==> config.mk <==
export PLATFORM = sky130hd
export DESIGN_NAME = hv_pair_streamer
export DESIGN_NICKNAME = d
export VERILOG_FILES = /design/src/rtl/hv_pair_streamer.sv
export SDC_FILE = /design/constraint.sdc
export NUM_CORES = 1
export LEC_CHECK = 0
export CAP_MARGIN = 20
export CELL_PAD_IN_SITES_DETAIL_PLACEMENT = 2
export CELL_PAD_IN_SITES_GLOBAL_PLACEMENT = 2
export CORE_MARGIN = 2
export CORE_UTILIZATION = 29
export CTS_BUF_LIST = sky130_fd_sc_hd__clkbuf_16
export CTS_CLUSTER_SIZE = 24
export DETAILED_ROUTE_END_ITERATION = 10
export MAX_ROUTING_LAYER = met4
export PLACE_DENSITY_LB_ADDON = 0.1
export RECOVER_POWER = 25
export SLEW_MARGIN = 20
export SYNTH_ARGS = -nofsm -noshare
export SYNTH_HDL_FRONTEND = slang
export SYNTH_SLANG_ARGS = --single-unit
==> constraint.sdc <==
create_clock -name clk -period 5.45 [get_ports clk]
set_clock_uncertainty 0.05 [all_clocks]
set_input_delay 1.09 -clock clk [delete_from_list [all_inputs] [get_ports clk]]
set_output_delay 1.09 -clock clk [all_outputs]
set_load 0.02 [all_outputs]
==> src/rtl/hv_pair_streamer.sv <==
// hv_pair_streamer: fetches hypervectors A and B from a sync-read element
// memory and streams them interleaved (A0,B0,A1,B1,...) to the similarity
// unit. It then waits for the unit's done pulse, captures the result and
// reports it with a one-cycle result_valid pulse.
module hv_pair_streamer #(
  parameter int HV_DATA_WIDTH = 32,
  parameter int ADDR_WIDTH    = 10,
  parameter int LEN_WIDTH     = 11
) (
  input  logic                     clk,
  input  logic                     areset,
  input  logic                     start,
  input  logic [LEN_WIDTH-1:0]     len,
  input  logic [ADDR_WIDTH-1:0]    a_base,
  input  logic [ADDR_WIDTH-1:0]    b_base,
  output logic                     busy,
  output logic                     mem_rd_en,
  output logic [ADDR_WIDTH-1:0]    mem_addr,
  input  logic [HV_DATA_WIDTH-1:0] mem_rdata,
  output logic                     sim_valid,
  output logic                     sim_first,
  output logic                     sim_last,
  output logic [HV_DATA_WIDTH-1:0] sim_data,
  input  logic                     sim_ready,
  input  logic                     sim_done,
  input  logic [HV_DATA_WIDTH-1:0] sim_result,
  output logic [HV_DATA_WIDTH-1:0] result,
  output logic                     result_valid
);

  // Word counters cover 2N, so they need one bit more than len.
  localparam int CW = LEN_WIDTH + 1;
  localparam int SW = ADDR_WIDTH + LEN_WIDTH;

  typedef enum logic [2:0] {
    S_IDLE,
    S_STREAM,
    S_DRAIN,
    S_WAIT_DONE,
    S_RESULT
  } state_t;

  state_t state;
  state_t state_next;

  // Job parameters latched when start is accepted
  logic [CW-1:0]         total;
  logic [ADDR_WIDTH-1:0] a_base_q;
  logic [ADDR_WIDTH-1:0] b_base_q;

  // Read issue / acceptance bookkeeping
  logic [CW-1:0] issue_cnt;
  logic [CW-1:0] accept_cnt;
  logic          inflight;
  logic          inflight_first;
  logic          inflight_last;

  // Two-entry FIFO; first/last flags travel alongside the data
  logic [HV_DATA_WIDTH-1:0] fifo_data [2];
  logic [1:0]               fifo_first;
  logic [1:0]               fifo_last;
  logic                     wr_ptr;
  logic                     rd_ptr;
  logic [1:0]               occ;

  logic [HV_DATA_WIDTH-1:0] result_q;

  // Internal handshakes
  logic          start_ok;
  logic          fifo_empty;
  logic          push;
  logic          pop;
  logic [2:0]    pending;
  logic          issue;
  logic          last_issue;
  logic          last_accept;
  logic [LEN_WIDTH-1:0]  half_idx;
  logic [ADDR_WIDTH-1:0] base_sel;
  logic [SW-1:0]         addr_sum;

  // Issue/accept decisions. The slot freed by this cycle's pop is counted so
  // that a continuously ready sink sees one word per cycle, while the FIFO
  // still always has room for every read in flight.
  always_comb begin
    start_ok    = (state == S_IDLE) && start;
    fifo_empty  = (occ == 2'd0);
    push        = inflight;
    pop         = !fifo_empty && sim_ready;
    pending     = {1'b0, occ} + {2'b00, inflight} - {2'b00, pop};
    issue       = (state == S_STREAM) && (issue_cnt != total) && (pending < 3'd2);
    last_issue  = issue && (issue_cnt == total - CW'(1));
    last_accept = pop && (accept_cnt == total - CW'(1));
    half_idx    = issue_cnt[CW-1:1];
    base_sel    = issue_cnt[0] ? b_base_q : a_base_q;
    addr_sum    = {{LEN_WIDTH{1'b0}}, base_sel} + {{ADDR_WIDTH{1'b0}}, half_idx};
  end

  // State register
  always_ff @(posedge clk or posedge areset) begin
    if (areset) begin
      state <= S_IDLE;
    end else begin
      state <= state_next;
    end
  end

  // Next-state logic
  always_comb begin
    state_next = state;
    case (state)
      S_IDLE: begin
        if (start) begin
          state_next = (len == '0) ? S_RESULT : S_STREAM;
        end
      end
      S_STREAM: begin
        if (last_issue) begin
          state_next = S_DRAIN;
        end
      end
      S_DRAIN: begin
        if (last_accept) begin
          state_next = S_WAIT_DONE;
        end
      end
      S_WAIT_DONE: begin
        if (sim_done) begin
          state_next = S_RESULT;
        end
      end
      S_RESULT: begin
        state_next = S_IDLE;
      end
      default: begin
        state_next = S_IDLE;
      end
    endcase
  end

  // Output logic; memory address and stream outputs read zero when unqualified
  always_comb begin
    busy         = (state != S_IDLE);
    result_valid = (state == S_RESULT);
    result       = result_q;
    mem_rd_en    = issue;
    mem_addr     = issue ? addr_sum[ADDR_WIDTH-1:0] : '0;
    sim_valid    = !fifo_empty;
    sim_data     = fifo_empty ? '0 : fifo_data[rd_ptr];
    sim_first    = !fifo_empty && fifo_first[rd_ptr];
    sim_last     = !fifo_empty && fifo_last[rd_ptr];
  end

  // Latch job parameters when a start is accepted; total word count is 2N
  always_ff @(posedge clk or posedge areset) begin
    if (areset) begin
      total    <= '0;
      a_base_q <= '0;
      b_base_q <= '0;
    end else if (start_ok) begin
      total    <= {len, 1'b0};
      a_base_q <= a_base;
      b_base_q <= b_base;
    end
  end

  // Count reads issued in the current job
  always_ff @(posedge clk or posedge areset) begin
    if (areset) begin
      issue_cnt <= '0;
    end else if (start_ok) begin
      issue_cnt <= '0;
    end else if (issue) begin
      issue_cnt <= issue_cnt + CW'(1);
    end
  end

  // Track the single outstanding read and the flags of the word it returns
  always_ff @(posedge clk or posedge areset) begin
    if (areset) begin
      inflight       <= 1'b0;
      inflight_first <= 1'b0;
      inflight_last  <= 1'b0;
    end else begin
      inflight       <= issue;
      inflight_first <= issue && (issue_cnt == '0);
      inflight_last  <= last_issue;
    end
  end

  // FIFO storage: returning read data is always written at the tail
  always_ff @(posedge clk or posedge areset) begin
    if (areset) begin
      for (int i = 0; i < 2; i++) begin
        fifo_data[i] <= '0;
      end
      fifo_first <= '0;
      fifo_last  <= '0;
    end else if (push) begin
      fifo_data[wr_ptr]  <= mem_rdata;
      fifo_first[wr_ptr] <= inflight_first;
      fifo_last[wr_ptr]  <= inflight_last;
    end
  end

  // FIFO pointers and occupancy; push and pop together leave occupancy unchanged
  always_ff @(posedge clk or posedge areset) begin
    if (areset) begin
      wr_ptr <= 1'b0;
      rd_ptr <= 1'b0;
      occ    <= 2'd0;
    end else begin
      if (push) begin
        wr_ptr <= ~wr_ptr;
      end
      if (pop) begin
        rd_ptr <= ~rd_ptr;
      end
      occ <= occ + {1'b0, push} - {1'b0, pop};
    end
  end

  // Count words accepted by the similarity unit in the current job
  always_ff @(posedge clk or posedge areset) begin
    if (areset) begin
      accept_cnt <= '0;
    end else if (start_ok) begin
      accept_cnt <= '0;
    end else if (pop) begin
      accept_cnt <= accept_cnt + CW'(1);
    end
  end

  // Capture the similarity result; an empty job reports zero
  always_ff @(posedge clk or posedge areset) begin
    if (areset) begin
      result_q <= '0;
    end else if (start_ok && (len == '0)) begin
      result_q <= '0;
    end else if ((state == S_WAIT_DONE) && sim_done) begin
      result_q <= sim_result;
    end
  end

endmodule
Word-level counts from Yosys, hierarchy flattened
Cells that the tools add are included.
W data, S select, Z words.
{ "word_totals": {"output_inout_bits": 80, "register_bits": 165, "word_cells": 99, "input_bits": 100} }
{ "op_classes": {"bitwise_logic": 4, "magnitude_cmp": 7, "reduce_logical": 23, "n_eq_ne": 11, "add_sub_neg": 8, "n_mux": 29} }
{ "op_table": {"columns": ["cell", "n"], "rows": [
  ["$mux W32", 7],
  ["$bwmux W64", 1],
  ["$mux W12", 4],
  ["$demux W32 S1", 1],
  ["$add A12 B1 Y12 const B", 2],
  ["$eq A12 B12 Y1", 2],
  ["$mux W10", 2],
  ["$mux W3", 5],
  ["$logic_and A1 B1 Y1", 13],
  ["$logic_not A12 Y1", 1],
  ["$ne A12 B12 Y1", 1],
  ["$pmux W3 S4", 1],
  ["$sub A12 B1 Y12 const B", 1],
  ["$logic_not A11 Y1", 1],
  ["$add A10 B10 Y10", 1],
  ["$ne A2 B2 Y1 const B", 4],
  ["$eq A3 B2 Y1 const B", 2],
  ["$reduce_bool A2 Y1", 3],
  ["$mux W1", 5],
  ["$bwmux W2", 2],
  ["$ge A2 B2 Y1 const B", 2],
  ["$lt A1 B2 Y1 const B", 2],
  ["$not A1 Y2", 2],
  ["$reduce_and A4 Y1", 1],
  ["15 further kinds", 16]
]} }

Logic depth before layout (Yosys ltp)
Gate-level depths: netlist of the first run.
{ "depth": {"depth_word": 9, "mapped_depth": 16, "depth_no_buf": 16} }

Worst setup path before layout of the first run
Ideal clock, no wire load.
{ "synth_path": {"path_kind": "input-to-output", "start": "input sim_ready", "end": "output mem_addr[4]", "path_slack_ns": 0.861, "arrival_ns": 3.449, "stages": 10, "cell_sequence": "nand2_1 -> inv_1 -> ha_1 -> inv_1 -> ha_1 -> fa_1 -> nor4_2 -> o31ai_4 -> buf_2 -> nor3_1"} }
{ "synth_between": {"elab_chain_cells": 5} }
{ "synth_rtl": {"columns": ["item", "line", "rtl"], "rows": [
  ["from (decl)", "24", "input logic sim_ready,"],
  ["$logic_and A1 B1 Y1", "88", "pop = !fifo_empty && sim_ready;"],
  ["via pop", "72", "logic pop;"],
  ["$sub A3 B1 Y3", "89", "pending = {1'b0, occ} + {2'b00, inflight} - {2'b00, pop};"],
  ["via pending[1]", "73", "logic [2:0] pending;"],
  ["$lt A3 B2 Y1", "90", "issue = (state == S_STREAM) && (issue_cnt != total) && (pending < 3'd2);"],
  ["$logic_and A1 B1 Y1", "90", null],
  ["$mux W10", "146", "mem_addr = issue ? addr_sum[ADDR_WIDTH-1:0] : '0;"],
  ["to (decl)", "18", "output logic [ADDR_WIDTH-1:0] mem_addr,"]
]} }
The timed path passes the listed nets, and every way through them passes these cells.

Final worst setup path of the first run
{ "layout_path": {"start": "input sim_ready", "end": "output mem_addr[6]"} }
The elaborated chain is that of the path after synthesis.

==> reports/metrics.csv, run 1 <==
stage,metric,value,unit
pwr,P_leak,0.004961,uW
detailed_routing,TritonRoute pass-1 iters,4,
worst_setup_path,critical-path cell list,clkdlybuf4s50_1 > nand2_1 > inv_1 > ha_1 > inv_1 > ha_1 > fa_1 > nor4_2 > buf_4 > o31ai_4 > buf_4 > nor2_1 > clkdlybuf4s50_1,
synth,"area leader, netlist",dfrtp_1,
synth,most used flip-flop cell after synthesis,dfrtp_1,
timing,"Setup violations, final",0,
worst_setup_path,critical path peak fanout,8,
detailed_routing,antenna-violating nets left,0,
placement,DP Cell Count,1370,
global_routing,GRT Util Overall,16.81,%
clock_tree,CTS Buf Count,17,
status,status,"finished, violations left",
clock_tree,"Setup Fix Bufs, Post-CTS",0,
timing,fin crit period,5257,ps
timing,Max-slew headroom,-59.92,%
job,Max Cap Violations,3,
timing,final hold violation count,0,
detailed_routing,DRC viols,0,
clock_tree,Clock Tree Buf Depth,2,
timing,crit share post-route,96.46,%
detailed_routing,DRT iter0 DRCs,277,
worst_setup_path,WP data required,4310,ps
synth,post-synthesis sequential area ratio,49.56,%
global_routing,first-pass GRT wire length,39400,um
status,violated checks,"max-capacitance violations, max-slew violations",
timing,fmax,190.2,MHz
worst_setup_path,slowest CP cell,clkdlybuf4s50_1,
timing,unrepaired setup endpoints after global routing,no,
synth,syn_nets,958,
timing,slack of the critical path,193.0,ps
placement,Detail Placement HPWL,16140,um
synth,Mean Syn Cell Area,9.907,um^2
pwr,total power,5232,uW
cells_and_area,Area Growth Syn to Fin,34.04,%
timing,Hold WS,427.6,ps
cells_and_area,Antenna Cells,0,
timing,Slew Limit Fails,236,
detailed_routing,Vias,6588,
clock_tree,Clock Latency Late Sink,430,ps
worst_setup_path,critical path buffer and inverter count,6,
clock_tree,clock-pin transition on the worst setup and hold timing paths,80,ps
worst_setup_path,Worst EP arrival,4120,ps
worst_setup_path,Setup crit start kind,input port,
clock_tree,CTS tree,built,
worst_setup_path,WS Path Type,input port to output port,
synth,Syn Inst Count,841,
synth,Netlist cell types,51,
detailed_routing,Post-Route WL,23720,um
synth,"EDFF count, synth",0,
global_routing,grt total ovfl,0,
placement,pre-CTS setup slack,102.6,ps
detailed_routing,Avg WL per Cell,16.92,um
detailed_routing,post-DR vias/cell,4.699,
pwr,Peak VDD IR,0.0001838,V
clock_tree,H-tree lvl count,4,
placement,RePlAce Congestion,0.7595,
worst_setup_path,CP endpoint kind,output port,
floorplan,die area,0.03010,mm^2
cells_and_area,Final Net Count,1122,
worst_setup_path,Max stage delay on crit path,600,ps
worst_setup_path,CP top delay family,buffers and inverters,
synth,Yosys reg bits,165,
global_routing,initial antenna violation count,0,
synth,"FFs w/ async S/R, synth",100.0,%
hold_path,hold crit path type,flop to flop,
timing,slew at the pin closest to its max-slew limit,2399,ps
global_routing,vias in the first global route,7209,
cells_and_area,fin cells,1402,
floorplan,chip width,173.5,um
placement,I/O Buffers,179,
floorplan,core area,0.02847,mm^2
synth,synth top area cells,"dfrtp_1 (50%), mux2_2 (10%), nand2_1 (8.2%), mux2i_1 (4.3%), nor2_1 (3.3%)",
cells_and_area,Fillers,3092,
synth,yosys warns,0,
clock_tree,CTS Root Cell,clkbuf_16,
floorplan,Die Y,173.5,um
synth,Netlist Area Pre-Place,0.008332,mm^2
synth,post-synth top area share,49.56,%
floorplan,I/O pin total,180,
timing,Setup TNS,0,ps
floorplan,row count,62,
global_routing,largest net degree at the start of global routing,166,
clock_tree,Num Clock Sinks,165,
cells_and_area,layout cells sized above 1,13.65,%
pwr,pwr dens,468.5,mW/mm^2
floorplan,Starting Density,29.27,%
where the power goes:
group / internal [uW] / leakage (uW) / switching [uW]
logic: 1120 / 0.00255 / 1070
registers: 1530 / 0.00210 / 215
clock network: 707 / 0.000309 / 591
area by class of cell:
| type | instances | area, um^2 | area share (%) |
|---|---|---|---|
| flip-flops and latches | 165 | 4130 | 36.98 |
| multi-input cells | 604 | 3921 | 35.11 |
| inverters | 20 | 78.83 | 0.7058 |
| clock inverters | 15 | 206.4 | 1.849 |
| well taps | 384 | 480.5 | 4.302 |
| clock buffers | 17 | 425.4 | 3.809 |
| repair buffers | 197 | 1926 | 17.24 |
cells in the final DEF, fill, tap and decap left out, drive strengths merged, types with 7 or more instances in the layout:
cell type and instances:
a21oi 50, and3 7, buf 16, clkbuf 19
clkdlybuf4s50 177, dfrtp 165, ha 15, inv 26
mux2 77, mux2i 36, nand2 183, nand2b 7
nand3 11, nand4 10, nor2 74, nor3 9
nor4 8, o21ai 14, xnor2 29, xor2 30
cell families (layout without fill, tap and decap cells):
logic type | count (synthesis) | count (layout) | synth area share [%]
AND/OR/NAND/NOR | 332 | 332 | 17.48
buffers and inverters | 72 | 249 | 3.514
XOR/XNOR | 59 | 59 | 6.202
AO/OA/AOI/OAI | 83 | 83 | 5.782
multiplexers | 113 | 113 | 14.73
adder cells (fa/ha/maj) | 17 | 17 | 2.733
flip-flops | 165 | 165 | 49.56
worst register-to-register path, stage by stage (launching register included):
cell and delay [ps]:
dfrtp_1 430, nor2_4 130, inv_1 60, nand2_1 80
inv_1 60, ha_1 270, inv_1 40, ha_1 190
fa_1 480, nor4_2 310, buf_4 180, o31ai_4 130
inv_2 110, buf_4 160, nand4_1 310, or3_1 460
a21oi_1 160
path summary, 6_finish.rpt:
kind | depth (start not counted) | slack (ps) | from | endpoint
setup / recovery | 13 | 190 | sim_ready | mem_addr[6]
hold / removal | 2 | 430 | b_base_q[4] | b_base_q[4]
setup reg to reg | 16 | 1750 | occ[1] | issue_cnt[10]
hold reg to reg | 2 | 430 | b_base_q[4] | b_base_q[4]
max in group asynchronous | 3 | 1720 | areset | rd_ptr
min in group asynchronous | 3 | 1930 | areset | fifo_data[39]
Yosys cell counts, drive strengths merged (3+ instances only):
cell	n
inv	20
nor3b	3
nor4	8
nand2	183
o31ai	3
clkbuf	35
dfrtp	165
nand2b	7
o21a	3
ha	15
o21ai	14
and3	7
mux2	77
nand4	10
xor2	30
and2	4
or4	4
nand3	11
or3	6
mux2i	36
xnor2	29
buf	17
nor2	74
nor3	9
a21oi	50
flip-flops by register name, summed over array words and instances (netlist names), 2 cells and up:
name and flops:
fifo_last 2, issue_cnt 12, fifo_data 64, state 3
fifo_first 2, total 11, b_base_q 10, occ 2
a_base_q 10, accept_cnt 12, result 32
per-stage QoR:
| step | util [%] | area, um^2 |
|---|---|---|
| after detailed placement | 37.07 | 10550 |
| after global placement | 37.07 | 10550 |
| after global routing | 39.23 | 11170 |
| after floorplan | - | 8335 |
| after CTS | 39.29 | 11180 |
| final | 39.23 | 11170 |
repair_timing:
| action | 4_1_cts | 5_1_grt |
|---|---|---|
| hold buffers | 0 | 0 |
| endpoints found under the setup margin | 0 | 1 |
| resized for setup | 0 | 1 |
layer usage:
| layer | wire length (um) | global-route usage (%) |
|---|---|---|
| met1 | 11410 | 22.42 |
| met2 | 11310 | 26.67 |
| met3 | 812 | 3.421 |
| met4 | 189 | 3.249 |
| met5 | 0 | - |
Note: power is estimated with default switching activity, not from simulation.
==> inputs of run 2 (changes only) <==
--- a/config.mk
+++ b/config.mk
@@ -5,6 +5,7 @@
 export SDC_FILE = /design/constraint.sdc
 export NUM_CORES = 1
 export LEC_CHECK = 0
+export ABC_CLOCK_PERIOD_IN_PS = 5450
 export CAP_MARGIN = 20
 export CELL_PAD_IN_SITES_DETAIL_PLACEMENT = 2
 export CELL_PAD_IN_SITES_GLOBAL_PLACEMENT = 2
@@ -16,7 +17,7 @@
 export MAX_ROUTING_LAYER = met4
 export PLACE_DENSITY_LB_ADDON = 0.1
 export RECOVER_POWER = 25
-export SLEW_MARGIN = 20
+export SLEW_MARGIN = 40
 export SYNTH_ARGS = -nofsm -noshare
 export SYNTH_HDL_FRONTEND = slang
 export SYNTH_SLANG_ARGS = --single-unit
==> run 2 against run 1 <==
Against the previous run: the run still ends with max-capacitance violations, max-slew violations left; critical path depth fell by 1; routed wire length up 0.55%; count of clock-buffer cells in the layout is the same; design area about the same; combinational power barely moved; non-clock buffer count is 1 higher.
==> reports/metrics.csv, run 2 (synthesized netlist as in run 1, its figures left out) <==
stage,metric,value,unit,change
global_routing,first-pass GRT wire length,39500,um,was 39400 um
detailed_routing,Avg WL per Cell,17.00,um,was 16.92 um
placement,DP Cell Count,1371,,was 1370
floorplan,I/O pin total,180,,unchanged
placement,RePlAce Congestion,0.7595,,unchanged
worst_setup_path,CP top delay family,buffers and inverters,,unchanged
clock_tree,CTS Root Cell,clkbuf_16,,unchanged
timing,Setup TNS,0,ps,unchanged
detailed_routing,TritonRoute pass-1 iters,5,,was 4
hold_path,hold crit path type,flop to flop,,unchanged
timing,fmax,191.1,MHz,was 190.2 MHz
worst_setup_path,WS Path Type,input port to output port,,unchanged
cells_and_area,Final Net Count,1123,,was 1122
detailed_routing,DRT iter0 DRCs,214,,was 277
cells_and_area,fin util,39.24,%,was 39.23%
cells_and_area,max reg flops,64,,unchanged
worst_setup_path,slowest CP cell,clkdlybuf4s50_1,,unchanged
clock_tree,Clock Latency Late Sink,430,ps,about the same
worst_setup_path,Worst EP arrival,4090,ps,was 4120 ps
cells_and_area,Largest Register,fifo_data,,unchanged
clock_tree,Clock Tree Buf Depth,2,,unchanged
status,violated checks,"max-capacitance violations, max-slew violations",,unchanged
cells_and_area,Antenna Cells,0,,unchanged
clock_tree,Post-CTS Hold Buffers,0,,unchanged
clock_tree,CTS Buf Count,17,,unchanged
worst_setup_path,Setup crit start kind,input port,,unchanged
job,Max Cap Violations,3,,unchanged
worst_setup_path,critical path peak fanout,8,,unchanged
global_routing,initial antenna violation count,0,,unchanged
worst_setup_path,WP data required,4310,ps,about the same
pwr,Peak VDD IR,0.0002169,V,was 0.0001838 V
floorplan,Die Y,173.5,um,unchanged
floorplan,row count,62,,unchanged
clock_tree,Num Clock Sinks,165,,unchanged
global_routing,largest net degree at the start of global routing,87,,was 166
detailed_routing,post-DR vias/cell,4.672,,was 4.699
timing,"Setup violations, final",0,,unchanged
detailed_routing,antenna-violating nets left,0,,unchanged
cells_and_area,"commonest cells after routing, fill and taps aside","nand2_1 (183), clkdlybuf4s50_1 (175), dfrtp_1 (164)",,"was nand2_1 (183), clkdlybuf4s50_1 (177), dfrtp_1 (164)"
timing,unrepaired setup endpoints after global routing,no,,unchanged
cells_and_area,Fillers,3083,,was 3092
placement,I/O Buffers,179,,unchanged
timing,slack of the critical path,216.1,ps,was 193.0 ps
worst_setup_path,critical-path cell list,clkdlybuf4s50_1 > nand2_1 > inv_1 > ha_1 > inv_1 > ha_1 > fa_1 > nor4_2 > buf_4 > o31ai_4 > nor3_1 > clkdlybuf4s50_1,,was clkdlybuf4s50_1 > nand2_1 > inv_1 > ha_1 > inv_1 > ha_1 > fa_1 > nor4_2 > buf_4 > o31ai_4 > buf_4 > nor2_1 > clkdlybuf4s50_1
detailed_routing,DRC viols,0,,unchanged
clock_tree,clock-pin transition on the worst setup and hold timing paths,70,ps,was 80 ps
global_routing,GRT Util Overall,16.85,%,was 16.81%
detailed_routing,Post-Route WL,23850,um,was 23720 um
worst_setup_path,Max stage delay on crit path,620,ps,was 600 ps
timing,fin crit period,5234,ps,was 5257 ps
worst_setup_path,critical path buffer and inverter count,5,,was 6
placement,pre-CTS setup slack,113.7,ps,was 102.6 ps
timing,crit share post-route,96.04,%,was 96.46%
status,status,"finished, violations left",,unchanged
detailed_routing,Vias,6555,,was 6588
placement,Detail Placement HPWL,16380,um,was 16140 um
clock_tree,H-tree lvl count,4,,unchanged
timing,final hold violation count,0,,unchanged
global_routing,vias in the first global route,7143,,was 7209
cells_and_area,Area Growth Syn to Fin,34.07,%,was 34.04%
global_routing,grt total ovfl,0,,unchanged
cells_and_area,layout cells sized above 1,13.74,%,was 13.65%
cells_and_area,fin cells,1403,,was 1402
clock_tree,CTS tree,built,,unchanged
worst_setup_path,CP endpoint kind,output port,,unchanged
pwr,P_leak,0.005001,uW,was 0.004961 uW
timing,Slew Limit Fails,156,,was 236
timing,Max-slew headroom,-50.18,%,was -59.92%
floorplan,Starting Density,29.27,%,unchanged
timing,slew at the pin closest to its max-slew limit,2253,ps,was 2399 ps
cells_and_area,most common library cell in the layout ignoring fill and taps,nand2_1,,unchanged
pwr,total power,5199,uW,was 5232 uW
floorplan,chip width,173.5,um,unchanged
floorplan,die area,0.03010,mm^2,unchanged
floorplan,core area,0.02847,mm^2,unchanged
pwr,pwr dens,465.4,mW/mm^2,was 468.5 mW/mm^2
==> run 2: cell count changes in the layout (fill, tap and decap cells not counted), sizes merged <==
cell,change
clkinv,-1
dlymetal6s2s,+2
inv,+2
bufinv,-1
buf,+1
clkdlybuf4s50,-2
==> run 2: layer usage <==
| metal | GRT usage [%] | share of wire (%) |
|---|---|---|
| met1 | 22.61 | 48 |
| met2 | 26.92 | 48 |
| met3 | 3.048 | 3.1 |
| met4 | 3.072 | 0.67 |
| met5 | - | 0 |
==> run 2: final cells by class <==
cell class	count	area (um^2)	share of cell area [%]
multi-input cells	604	3921	35.10
flip-flops and latches	165	4130	36.97
clock buffers	17	425.4	3.808
well taps	384	480.5	4.301
inverters	20	78.83	0.7056
repair buffers	198	1956	17.51
clock inverters	15	178.9	1.602
==> run 2: worst paths after layout <==
check,slack (ps),to,from,depth (start not counted)
hold / removal,430,b_base_q[8],b_base_q[8],2
setup / recovery,220,mem_addr[4],sim_ready,12
max in group asynchronous,1930,rd_ptr,areset,3
min in group asynchronous,1930,fifo_data[3],areset,3
hold reg to reg,430,b_base_q[8],b_base_q[8],2
setup reg to reg,1750,issue_cnt[6],occ[1],16
==> run 2: power breakdown <==
group | internal (uW) | leakage [uW] | switching, uW
sequential | 1530 | 0.00210 | 218
clock | 662 | 0.000299 | 592
combinational | 1120 | 0.00260 | 1080
==> run 2: what timing repair did <==
| action | 4_1_cts | 5_1_grt |
|---|---|---|
| setup endpoints to repair | 0 | 3 |
| buffers inserted | 0 | 0 |
| resized for setup | 0 | 3 |
==> run 2: through the flow <==
stage	hold slack [ps]	area, um^2
after floorplan	390.1	8335
after global placement	405.5	10550
after detailed placement	414.3	10590
after CTS	433.7	11190
after global routing	459.0	11170
final	427.5	11170
==> run 2: tightest hold or removal path, cell delays in order, from the launching register on <==
cell and delay (ps):
dfrtp_1 340, nand2_1 50, nand2_1 60
